File: src/rtl/fifo_wr_arbiter.sv
// fifo_wr_arbiter
//   Shares the single write port of the async FIFO write side between
//   NUM_REQ requesters in the write clock domain. Ownership is handed out
//   round-robin, each grant is limited to BURST_LEN words, and wfull is
//   honoured on every cycle. Every release passes through one IDLE cycle
//   before the next grant.
//
// Parameters
//   NUM_REQ    number of requesters (2..8)
//   DATA_W     FIFO word width
//   BURST_LEN  maximum words per grant (1..15)
//   CNT_W      width of each statistics counter
//
// Ports
//   clk        write-domain clock
//   rst        synchronous active-low reset
//   req_valid  per-requester word available
//   req_data   packed data, requester i at [i*DATA_W +: DATA_W]
//   req_ready  per-requester word accepted this cycle
//   wfull      full flag from the FIFO write side
//   winc       write strobe to the FIFO write side
//   wdata      write data to the FIFO memory
//   grant      one-hot current owner, 0 when idle
//   busy       high while a requester owns the port
//   stat_cnt   per-requester accepted-word counts, CNT_W bits each
//
// Build option
//   ARB_STATS_EN  when defined, stat_cnt holds saturating per-requester
//                 transfer counts; otherwise stat_cnt is tied to 0 and no
//                 counter flops exist.
module fifo_wr_arbiter #(
  parameter int NUM_REQ   = 4,
  parameter int DATA_W    = 8,
  parameter int BURST_LEN = 4,
  parameter int CNT_W     = 16
) (
  input  logic                      clk,
  input  logic                      rst,
  input  logic [NUM_REQ-1:0]        req_valid,
  input  logic [NUM_REQ*DATA_W-1:0] req_data,
  output logic [NUM_REQ-1:0]        req_ready,
  input  logic                      wfull,
  output logic                      winc,
  output logic [DATA_W-1:0]         wdata,
  output logic [NUM_REQ-1:0]        grant,
  output logic                      busy,
  output logic [NUM_REQ*CNT_W-1:0]  stat_cnt
);

  localparam int IDX_W = (NUM_REQ > 1) ? $clog2(NUM_REQ) : 1;
  localparam int BC_W  = (BURST_LEN > 1) ? $clog2(BURST_LEN) : 1;
  localparam logic [BC_W-1:0]  BC_LAST  = BC_W'(BURST_LEN - 1);
  localparam logic [IDX_W-1:0] IDX_LAST = IDX_W'(NUM_REQ - 1);

  typedef enum logic {IDLE, GRANT} state_t;

  state_t             state_q, state_d;
  logic [IDX_W-1:0]   last_q, last_d;
  logic [BC_W-1:0]    burst_q, burst_d;
  logic [NUM_REQ-1:0] grant_q, grant_d;

  logic               found;
  logic [IDX_W-1:0]   pick;
  logic [IDX_W-1:0]   idx;
  logic               owner_valid;
  logic               active;

  // Round-robin search starting one past the last owner, with wrap.
  always_comb begin
    found = 1'b0;
    pick  = last_q;
    idx   = '0;
    for (int k = 1; k <= NUM_REQ; k++) begin
      idx = IDX_W'((int'(last_q) + k) % NUM_REQ);
      if (!found && req_valid[idx]) begin
        found = 1'b1;
        pick  = idx;
      end
    end
  end

  // Outputs are gated by rst so a reset mid-burst stops the write in the
  // same cycle rather than one edge later.
  always_comb begin
    active      = rst && (state_q == GRANT);
    owner_valid = |(req_valid & grant_q);
    winc        = active && owner_valid && !wfull;
    req_ready   = (active && !wfull) ? grant_q : '0;
    grant       = rst ? grant_q : '0;
    busy        = active;
    wdata       = '0;
    for (int i = 0; i < NUM_REQ; i++) begin
      if (grant_q[i]) wdata = req_data[i*DATA_W +: DATA_W];
    end
  end

  always_comb begin
    state_d = state_q;
    last_d  = last_q;
    burst_d = burst_q;
    grant_d = grant_q;
    case (state_q)
      IDLE: begin
        if (found) begin
          state_d = GRANT;
          last_d  = pick;
          burst_d = '0;
          grant_d = NUM_REQ'(1) << pick;
        end
      end
      GRANT: begin
        // A transfer beats an owner drop; an owner drop beats a wfull stall.
        if (winc) begin
          if (burst_q == BC_LAST) begin
            state_d = IDLE;
            grant_d = '0;
            burst_d = '0;
          end else begin
            burst_d = burst_q + 1'b1;
          end
        end else if (!owner_valid) begin
          state_d = IDLE;
          grant_d = '0;
          burst_d = '0;
        end
      end
      default: begin
        state_d = IDLE;
        grant_d = '0;
        burst_d = '0;
      end
    endcase
  end

  always_ff @(posedge clk) begin
    if (!rst) begin
      state_q <= IDLE;
      grant_q <= '0;
      burst_q <= '0;
      last_q  <= IDX_LAST;
    end else begin
      state_q <= state_d;
      grant_q <= grant_d;
      burst_q <= burst_d;
      last_q  <= last_d;
    end
  end

`ifdef ARB_STATS_EN
  logic [NUM_REQ*CNT_W-1:0] stat_q;

  // Per-requester transfer counters, saturating at all-ones.
  always_ff @(posedge clk) begin
    if (!rst) begin
      stat_q <= '0;
    end else begin
      for (int i = 0; i < NUM_REQ; i++) begin
        if (winc && grant_q[i] && !(&stat_q[i*CNT_W +: CNT_W]))
          stat_q[i*CNT_W +: CNT_W] <= stat_q[i*CNT_W +: CNT_W] + CNT_W'(1);
      end
    end
  end

  assign stat_cnt = stat_q;
`else
  assign stat_cnt = '0;
`endif

endmodule

File: config.mk
export PLATFORM = sky130hd
export DESIGN_NAME = fifo_wr_arbiter
export DESIGN_NICKNAME = d
export VERILOG_FILES = /design/src/rtl/fifo_wr_arbiter.sv
export SDC_FILE = /design/constraint.sdc
export NUM_CORES = 1
export LEC_CHECK = 0
export CAP_MARGIN = 25
export CORE_ASPECT_RATIO = 0.8
export CORE_MARGIN = 5
export CORE_UTILIZATION = 33
export DETAILED_ROUTE_END_ITERATION = 6
export PLACE_DENSITY = 0.95
export SLEW_MARGIN = 0
export SYNTH_ARGS = -nofsm -noshare
export SYNTH_HDL_FRONTEND = slang
export SYNTH_SLANG_ARGS = --single-unit
File: constraint.sdc
create_clock -name clk -period 3.2 [get_ports clk]
set_clock_uncertainty 0.05 [all_clocks]
set_input_delay 0.64 -clock clk [delete_from_list [all_inputs] [get_ports clk]]
set_output_delay 0.64 -clock clk [all_outputs]
set_load 0.01 [all_outputs]
==> results of run 1 <==
==> kinds of logic after synthesis <==
family                     share of synthesized area (%)
buffers and inverters                               41.9
and+or+nand+nor                                     22.0
AOI/OAI and AO/OA                                   20.6
DFF                                                 14.2
adders and majority gates                          0.984
other                                              0.295
==> cell type report <==
| class | instances | share of cell area, % |
|---|---|---|
| flip-flops and latches | 9 | 10.7 |
| clock buffers | 4 | 2.68 |
| well taps | 44 | 3.28 |
| multi-input cells | 152 | 47.3 |
| repair buffers | 59 | 34.7 |
| inverters | 6 | 1.34 |
==> where the power goes <==
group	switching, mW	internal [mW]
Clock	0.0494	0.0872
Sequential	0.0233	0.123
Combinational	0.125	0.132
Total	0.198	0.342
==> final timing paths <==
kind,start,end,slack (ns)
setup / recovery,req_valid[2],winc,0.24
hold / removal,burst_q[1],burst_q[1],0.45
setup reg to reg,grant_q[3],grant_q[0],1.53
hold reg to reg,burst_q[1],burst_q[1],0.45
==> cell usage in the layout (no fill, tap or decap), types with 2 or more instances in the layout <==
cell type,count
nand4b_1,2
conb_1,64
buf_4,3
o21ai_0,2
inv_1,6
a31oi_1,3
nor2_1,4
o31ai_1,8
nand2b_1,2
nand3_1,4
nor3_1,2
nor2b_1,10
clkdlybuf4s50_1,56
nand2_1,17
clkbuf_8,3
and2_1,6
o32ai_1,4
a22oi_1,3
dfxtp_1,9
and2b_1,2
a221oi_1,8
==> critical path, cell delays in order <==
cell and delay, ns:
clkdlybuf4s50_1 0.56, a22oi_1 0.11, nand2_1 0.24, and2_1 0.17
clkdlybuf4s50_1 0.53
==> stage by stage <==
step / cell area (sq um) / hold WS, ns / util (%)
after floorplan: 1510 / 0.407 / -
after global placement: 1640 / 0.430 / 43.6
after detailed placement: 1640 / 0.437 / 43.6
after CTS: 1680 / 0.444 / 44.8
after global routing: 1680 / 0.456 / 44.8
final: 1680 / 0.448 / 44.8
==> metal layers <==
metal | vias up | share of wire, % | wire length, um
li1 | 589 | - | -
met5 | - | 0 | 0
met1 | 543 | 42 | 1480
met2 | 42 | 52 | 1860
met4 | 0 | 0.48 | 17
met3 | 2 | 5.6 | 201
==> state kept, by name (all words and copies together), names as in the netlist <==
signal / count
burst_q: 2
state_q: 1
grant_q: 4
last_q: 2
==> impl_metrics.ini, run 1 <==
[run_status]
status = complete, no violations

[synthesis]
ys_ff_latch = 9
synth_area_leader_cell = buf_4
yosysWarnings = 0
ys.flop_type = dfxtp_1
synth_top_area_share_pct = 37.8
synth_common_cells = buf_4 (64), nand2_1 (17), nor2b_1 (10), dfxtp_1 (9)
ys_async_sr_fraction_pct = 0
synth.area.top_cells = buf_4 (38%), dfxtp_1 (14%), a221oi_1 (5.5%)
ys_seq_area_share_pct = 14.2
synthCells = 176
synth_area_per_cell_sq_um = 7.22
synth.most_common_cell = buf_4
syn_area_sq_um = 1270
synthDistinctLibCells = 31
synth_edf_count = 0

[placement]
hpwl_um = 2990
placedCellCount = 270
io_buffers = 56
place_ws_ns = 0.274
gp_congestion = 0.753

[die]
dieArea_sq_um = 5200
fp.dieH_um = 65.5
die_w_um = 79.4
core_area_sq_um = 3750
start_util_pct = 33.9
rows = 20
io_pins = 121

[global_routing]
grt_use_met2_pct = 19.9
grt_start_max_net_pins = 20
grt_use_met1_pct = 16.1
overflow = 0
grt_pass1_wl_um = 4890
grt_pass1_vias = 1010
antenna_found_initial = 0
busiest_layer = met2
grtUsageTotal_pct = 11.8
grtUsageMet3_pct = 1.37

[finish]
nets = 271
area_delta_synth_final_pct = 32.2
final_cells = 274
seqCellArea_sq_um = 180
multi_input_area_sq_um = 795
layout-drive-gt1-share_pct = 3.04
fillerInstances = 382
insertedDiodeCount = 0

[setup_path]
endpoint_kind = output pin
cp_max_fo = 7
cp-start-kind = input pin
crit_arrival_ns = 2.27
required_ns = 2.51
crit_type = in2out
reg2reg_depth = 4

[clock_network]
clk_latency_ns = 0.24
cts.clk_slew.worst_paths_ns = 0.05
numCtsBuffers = 3
cts_resized = 0
cts_hold_buf = 0
h-tree-depth = 1
root_buffer = clkbuf_8
cts-root-to-sink-buffers = 2
post_cts_buffers = 0
clock-sinks = 9
cts_tree = yes

[drt]
routed_wl_um = 3560
via_count = 1176
avgViaCountPerCell = 4.29
dr.pass1.iters = 4
wl_per_cell_um = 13.0
drtIter0Drc = 77
drc = 0
drtAntennaViolNets = 0

[timing]
min_period_over_period_pct = 92.5
setup_viol_count_final = 0
fin_setup_tns_ns = 0
setup_ws_ns = 0.240
fmax_mhz = 338
hold_viol = 0
drv_slew = 0
relSlewSlack_pct = 59.1
worst_pin_slew_ns = 0.612
finalCriticalPeriod_ns = 2.96
rsz0062_at_grt = no

[flow_run]
max-cap-violations = 0

[min_path]
hold_path_depth = 2
hp-class = reg2reg

[power_and_ir_drop]
vdd_drop_max_mv = 0.145
power.leakage_nw = 0.752
p_total_mw = 0.540
power_density_nw_per_um2 = 321
No activity file was read; power rests on OpenSTA's default activity.
==> run 2, diff against run 1 <==
--- a/config.mk
+++ b/config.mk
@@ -7,7 +7,7 @@
 export LEC_CHECK = 0
 export CAP_MARGIN = 25
 export CORE_ASPECT_RATIO = 0.8
-export CORE_MARGIN = 5
+export CORE_MARGIN = 1
 export CORE_UTILIZATION = 33
 export DETAILED_ROUTE_END_ITERATION = 6
 export PLACE_DENSITY = 0.95
==> run 2 against run 1 <==
The run now ends with design-rule violations left. Routed wire length fell by 16%. Critical path depth is the same. Combinational power is 3% lower. Cell count is 0.73% lower. Clock power about the same. Sequential cell count did not move. Register-to-register slack barely moved. Maximum frequency grew 1.5%. Critical path type unchanged. Largest cell class unchanged.
==> impl_metrics.ini, run 2 (synthesis results as in run 1) <==
[die]
fp.dieH_um = 57.5
io_pins = 121
core_area_sq_um = 3570
die_w_um = 71.4
dieArea_sq_um = 4110
start_util_pct = 35.6
rows = 19

[placement]
hpwl_um = 2430
io_buffers = 56
dpl_cell_area_sq_um = 1630
place_ws_ns = 0.287
gp_congestion = 0.769

[drt]
drtIter0Drc = 68
via_count = 1204
drc = 6
dr.pass1.iters = 7
drtAntennaViolNets = 0
avgViaCountPerCell = 4.43
wl_per_cell_um = 11.1
routed_wl_um = 3010

[timing]
relSlewSlack_pct = 58.2
setup_ws_ns = 0.283
worst_pin_slew_ns = 0.626
rsz0062_at_grt = no
setup_viol_count_final = 0
hold_viol = 0
min_period_over_period_pct = 91.2
fmax_mhz = 343
fin_setup_tns_ns = 0
drv_slew = 0
finalCriticalPeriod_ns = 2.92

[finish]
top_regs = grant_q: 4 flops, burst_q: 2 flops, last_q: 2 flops
fillerInstances = 398
final_cell_mix = conb_1 (64), clkdlybuf4s50_1 (56), nand2_1 (17)
final_area_sq_um = 1680
nets = 271
largest-register = grant_q
insertedDiodeCount = 0
largest_reg_flops = 4
area_delta_synth_final_pct = 32.0
layout-drive-gt1-share_pct = 3.04
final_common_cell = conb_1

[setup_path]
required_ns = 2.51
cp_max_fo = 7
cp-start-kind = input pin
endpoint_kind = output pin
crit_type = in2out
crit_arrival_ns = 2.23

[clock_network]
h-tree-depth = 1
cts.clk_slew.worst_paths_ns = 0.05
post_cts_buffers = 0
clk_latency_ns = 0.23
cts_tree = yes
clock-sinks = 9
numCtsBuffers = 3
root_buffer = clkbuf_8
cts_hold_buf = 0
cts_resized = 0
cts-root-to-sink-buffers = 2

[global_routing]
grt_start_max_net_pins = 20
antenna_found_initial = 0
overflow = 0
grt_pass1_vias = 990
grtUsageTotal_pct = 14.0
grt_pass1_wl_um = 4540

[power_and_ir_drop]
share_clk_of_total_power_pct = 25.2
power_density_nw_per_um2 = 316
swShare_pct = 35.6
combPwrFrac_pct = 47.1
vdd_drop_max_mv = 0.174
seq_power_share_pct = 27.7
netSwitchingPower_mw = 0.189
p_int_mw = 0.342
power.leakage_nw = 0.752

[min_path]
hp-class = reg2reg

[run_status]
violations = design-rule violations
status = finished, violations left

[flow_run]
max-cap-violations = 0
==> run 2: cell counts in the layout (fill, tap and decap cells not counted) <==
No cell type changed its count.
==> run 2: worst paths after layout <==
check | cells past startpoint | endpoint | slack, ns | start
min | 2 | burst_q[1] | 0.45 | burst_q[1]
min reg2reg | 2 | burst_q[1] | 0.45 | burst_q[1]
max | 5 | winc | 0.28 | req_valid[3]
max reg2reg | 4 | grant_q[0] | 1.53 | grant_q[3]
==> run 2: cell type report <==
type | instances | area (sq um) | share of cell area [%]
Multi-Input combinational cell | 152 | 795 | 47.4
Timing Repair Buffer | 59 | 583 | 34.8
Sequential cell | 9 | 180 | 10.7
Tap cell | 42 | 52.6 | 3.13
Clock buffer | 4 | 45.0 | 2.68
Inverter | 6 | 22.5 | 1.34
==> run 2: power by group through the flow <==
stage | registers, mW | logic [mW] | clock network [mW]
floorplan | 0.131 | 0.202 | 0
CTS | 0.147 | 0.249 | 0.137
detailed placement | 0.149 | 0.248 | 0
global placement | 0.149 | 0.245 | 0
finish | 0.147 | 0.250 | 0.134
global route | 0.150 | 0.272 | 0.146
==> run 2: per-stage QoR <==
| step | util [%] | instances | total power [mW] | hold slack [ns] |
|---|---|---|---|---|
| 2_1_floorplan | - | 239 | 0.333 | 0.407 |
| 3_3_place_gp | 45.8 | 268 | 0.394 | 0.421 |
| 3_5_place_dp | 45.8 | 268 | 0.397 | 0.438 |
| 4_1_cts | 47.1 | 272 | 0.534 | 0.444 |
| 5_1_grt | 47.1 | 272 | 0.568 | 0.476 |
| 6_report | 47.1 | 272 | 0.531 | 0.452 |
==> run 2: worst max-delay path: stages <==
cell             delay [ns]
clkdlybuf4s50_1        0.56
a22oi_1                0.10
nand2_1                0.24
and2_1                 0.17
clkdlybuf4s50_1        0.53
==> run 2: per-layer routing <==
| metal | up-vias | track usage, % | share of wire, % |
|---|---|---|---|
| met5 | - | 0 | 0 |
| met4 | 0 | 2.86 | 0.33 |
| met3 | 2 | 4.06 | 7.6 |
| met2 | 59 | 23.7 | 49 |
| met1 | 555 | 17.9 | 43 |
| li1 | 588 | - | - |
==> run 3, diff against run 2 <==
--- a/config.mk
+++ b/config.mk
@@ -10,6 +10,7 @@
 export CORE_MARGIN = 1
 export CORE_UTILIZATION = 33
 export DETAILED_ROUTE_END_ITERATION = 6
+export GPL_TIMING_DRIVEN = 0
 export PLACE_DENSITY = 0.95
 export SLEW_MARGIN = 0
 export SYNTH_ARGS = -nofsm -noshare
==> run 3 against run 2 <==
The run still ends with design-rule violations left. Critical path depth stayed put. Clock power hardly changed. Maximum frequency is 1.1% lower. Setup slack worse by 0.031 ns. Sequential share of layout area is 2.4 points lower. Critical endpoint is now wdata[7].
==> impl_metrics.ini, run 3 (synthesis results as in run 1) <==
[run_status]
status = finished, violations left
violations = design-rule violations

[power_and_ir_drop]
seq_power_share_pct = 22.3
netSwitchingPower_mw = 0.203
share_clk_of_total_power_pct = 22.2
p_int_mw = 0.390
power.leakage_nw = 1.09
swShare_pct = 34.2
combPwrFrac_pct = 55.5
power_density_nw_per_um2 = 275
vdd_drop_max_mv = 0.208
p_total_mw = 0.593

[placement]
placedCellCount = 336
io_buffers = 55
gp_congestion = 0.838
place_ws_ns = 0.300
hpwl_um = 3060

[die]
rows = 19
dieArea_sq_um = 4110
core_area_sq_um = 3570
die_w_um = 71.4
fp.dieH_um = 57.5
io_pins = 121
start_util_pct = 35.6

[setup_path]
rrSetupSlack_ns = 1.54
worstReg2RegStart = grant_q[3]
crit_arrival_ns = 2.26
critPathCapture = wdata[7]
cp-start-kind = flip-flop
crit_start = grant_q[2]
required_ns = 2.51
endpoint_kind = output pin
reg2reg_depth = 5
crit_type = reg2out
regToRegEndpoint = grant_q[3]
cp_max_fo = 10

[global_routing]
grt_start_max_net_pins = 11
overflow = 0
grt_pass1_wl_um = 5620
grtUsageTotal_pct = 17.4
antenna_found_initial = 0
grt_pass1_vias = 1273

[finish]
largest-register = grant_q
nets = 339
top_regs = grant_q: 4 flops, burst_q: 2 flops, last_q: 2 flops
largest_reg_flops = 4
multi_input_area_sq_um = 795
fillerInstances = 349
seqCellArea_sq_um = 180
final_cells = 340
area_delta_synth_final_pct = 69.6
insertedDiodeCount = 0
layout-drive-gt1-share_pct = 22.8
final_cell_mix = buf_4 (64), conb_1 (64), clkdlybuf4s50_1 (55)
final_core_util_pct = 60.5

[timing]
fmax_mhz = 339
hold_viol = 0
fin_setup_tns_ns = 0
drv_slew = 0
relSlewSlack_pct = 66.2
min_period_over_period_pct = 92.1
setup_viol_count_final = 0
worst_pin_slew_ns = 0.503
setup_ws_ns = 0.251
finalCriticalPeriod_ns = 2.95
rsz0062_at_grt = no

[min_path]
hp-class = reg2reg

[clock_network]
cts_hold_buf = 0
cts_resized = 0
clock-sinks = 9
post_cts_buffers = 0
root_buffer = clkbuf_8
cts_tree = yes
cts.clk_slew.worst_paths_ns = 0.04
h-tree-depth = 1
numCtsBuffers = 3
cts-root-to-sink-buffers = 2
clk_latency_ns = 0.23

[drt]
wl_per_cell_um = 10.7
via_count = 1387
dr.pass1.iters = 7
drtIter0Drc = 112
routed_wl_um = 3630
drtAntennaViolNets = 0
avgViaCountPerCell = 4.08
drc = 6

[flow_run]
max-cap-violations = 0
[run 3: changes by cell type in the layout (fill, tap and decap cells not counted)]
| cell | change |
|---|---|
| buf_4 | +61 |
| clkdlybuf4s50_1 | -1 |
| clkbuf_1 | +8 |
[run 3: critical path, cell delays in order, from the launching register on]
cell	delay (ns)
dfxtp_1	0.30
clkbuf_1	0.34
clkbuf_1	0.44
a221oi_1	0.10
o31ai_1	0.26
clkdlybuf4s50_1	0.60
[run 3: layout make-up]
cell class	count	area share, %
tap	42	2.44
multi-input combinational	152	36.9
timing repair buffer	55	25.5
inverter	6	1.04
sequential	9	8.36
clock buffer	4	2.09
buffer	72	23.7
[run 3: how the worst min path moves through the flow]
| stage | start | end | slack (ns) | cells after the start |
|---|---|---|---|---|
| 2_1_floorplan | burst_q[1] | burst_q[1] | 0.41 | 2 |
| 3_3_place_gp | burst_q[1] | burst_q[1] | 0.42 | 2 |
| 3_5_place_dp | burst_q[1] | burst_q[1] | 0.44 | 2 |
| 4_1_cts | burst_q[1] | burst_q[1] | 0.45 | 2 |
| 5_1_grt | burst_q[1] | burst_q[1] | 0.48 | 2 |
| 6_report | burst_q[1] | burst_q[1] | 0.44 | 2 |
[run 3: layer usage]
layer / share of wire (%) / global-route usage, %
met1: 41 / 22.1
met5: 0 / 0
met4: 0.22 / 4.00
met3: 7.3 / 4.77
met2: 51 / 29.5
[run 3: power groups by stage]
stage / sequential [mW] / clock (mW) / combinational [mW]
after floorplan: 0.131 / 0 / 0.202
after global routing: 0.133 / 0.143 / 0.357
after CTS: 0.132 / 0.135 / 0.325
after detailed placement: 0.134 / 0 / 0.324
final: 0.132 / 0.132 / 0.329
after global placement: 0.133 / 0 / 0.319
[run 3: through the flow]
stage	area [sq um]	hold WS, ns
after floorplan	1510	0.407
after global placement	2110	0.424
after detailed placement	2110	0.439
after CTS	2160	0.446
final	2160	0.442
after global routing	2160	0.475
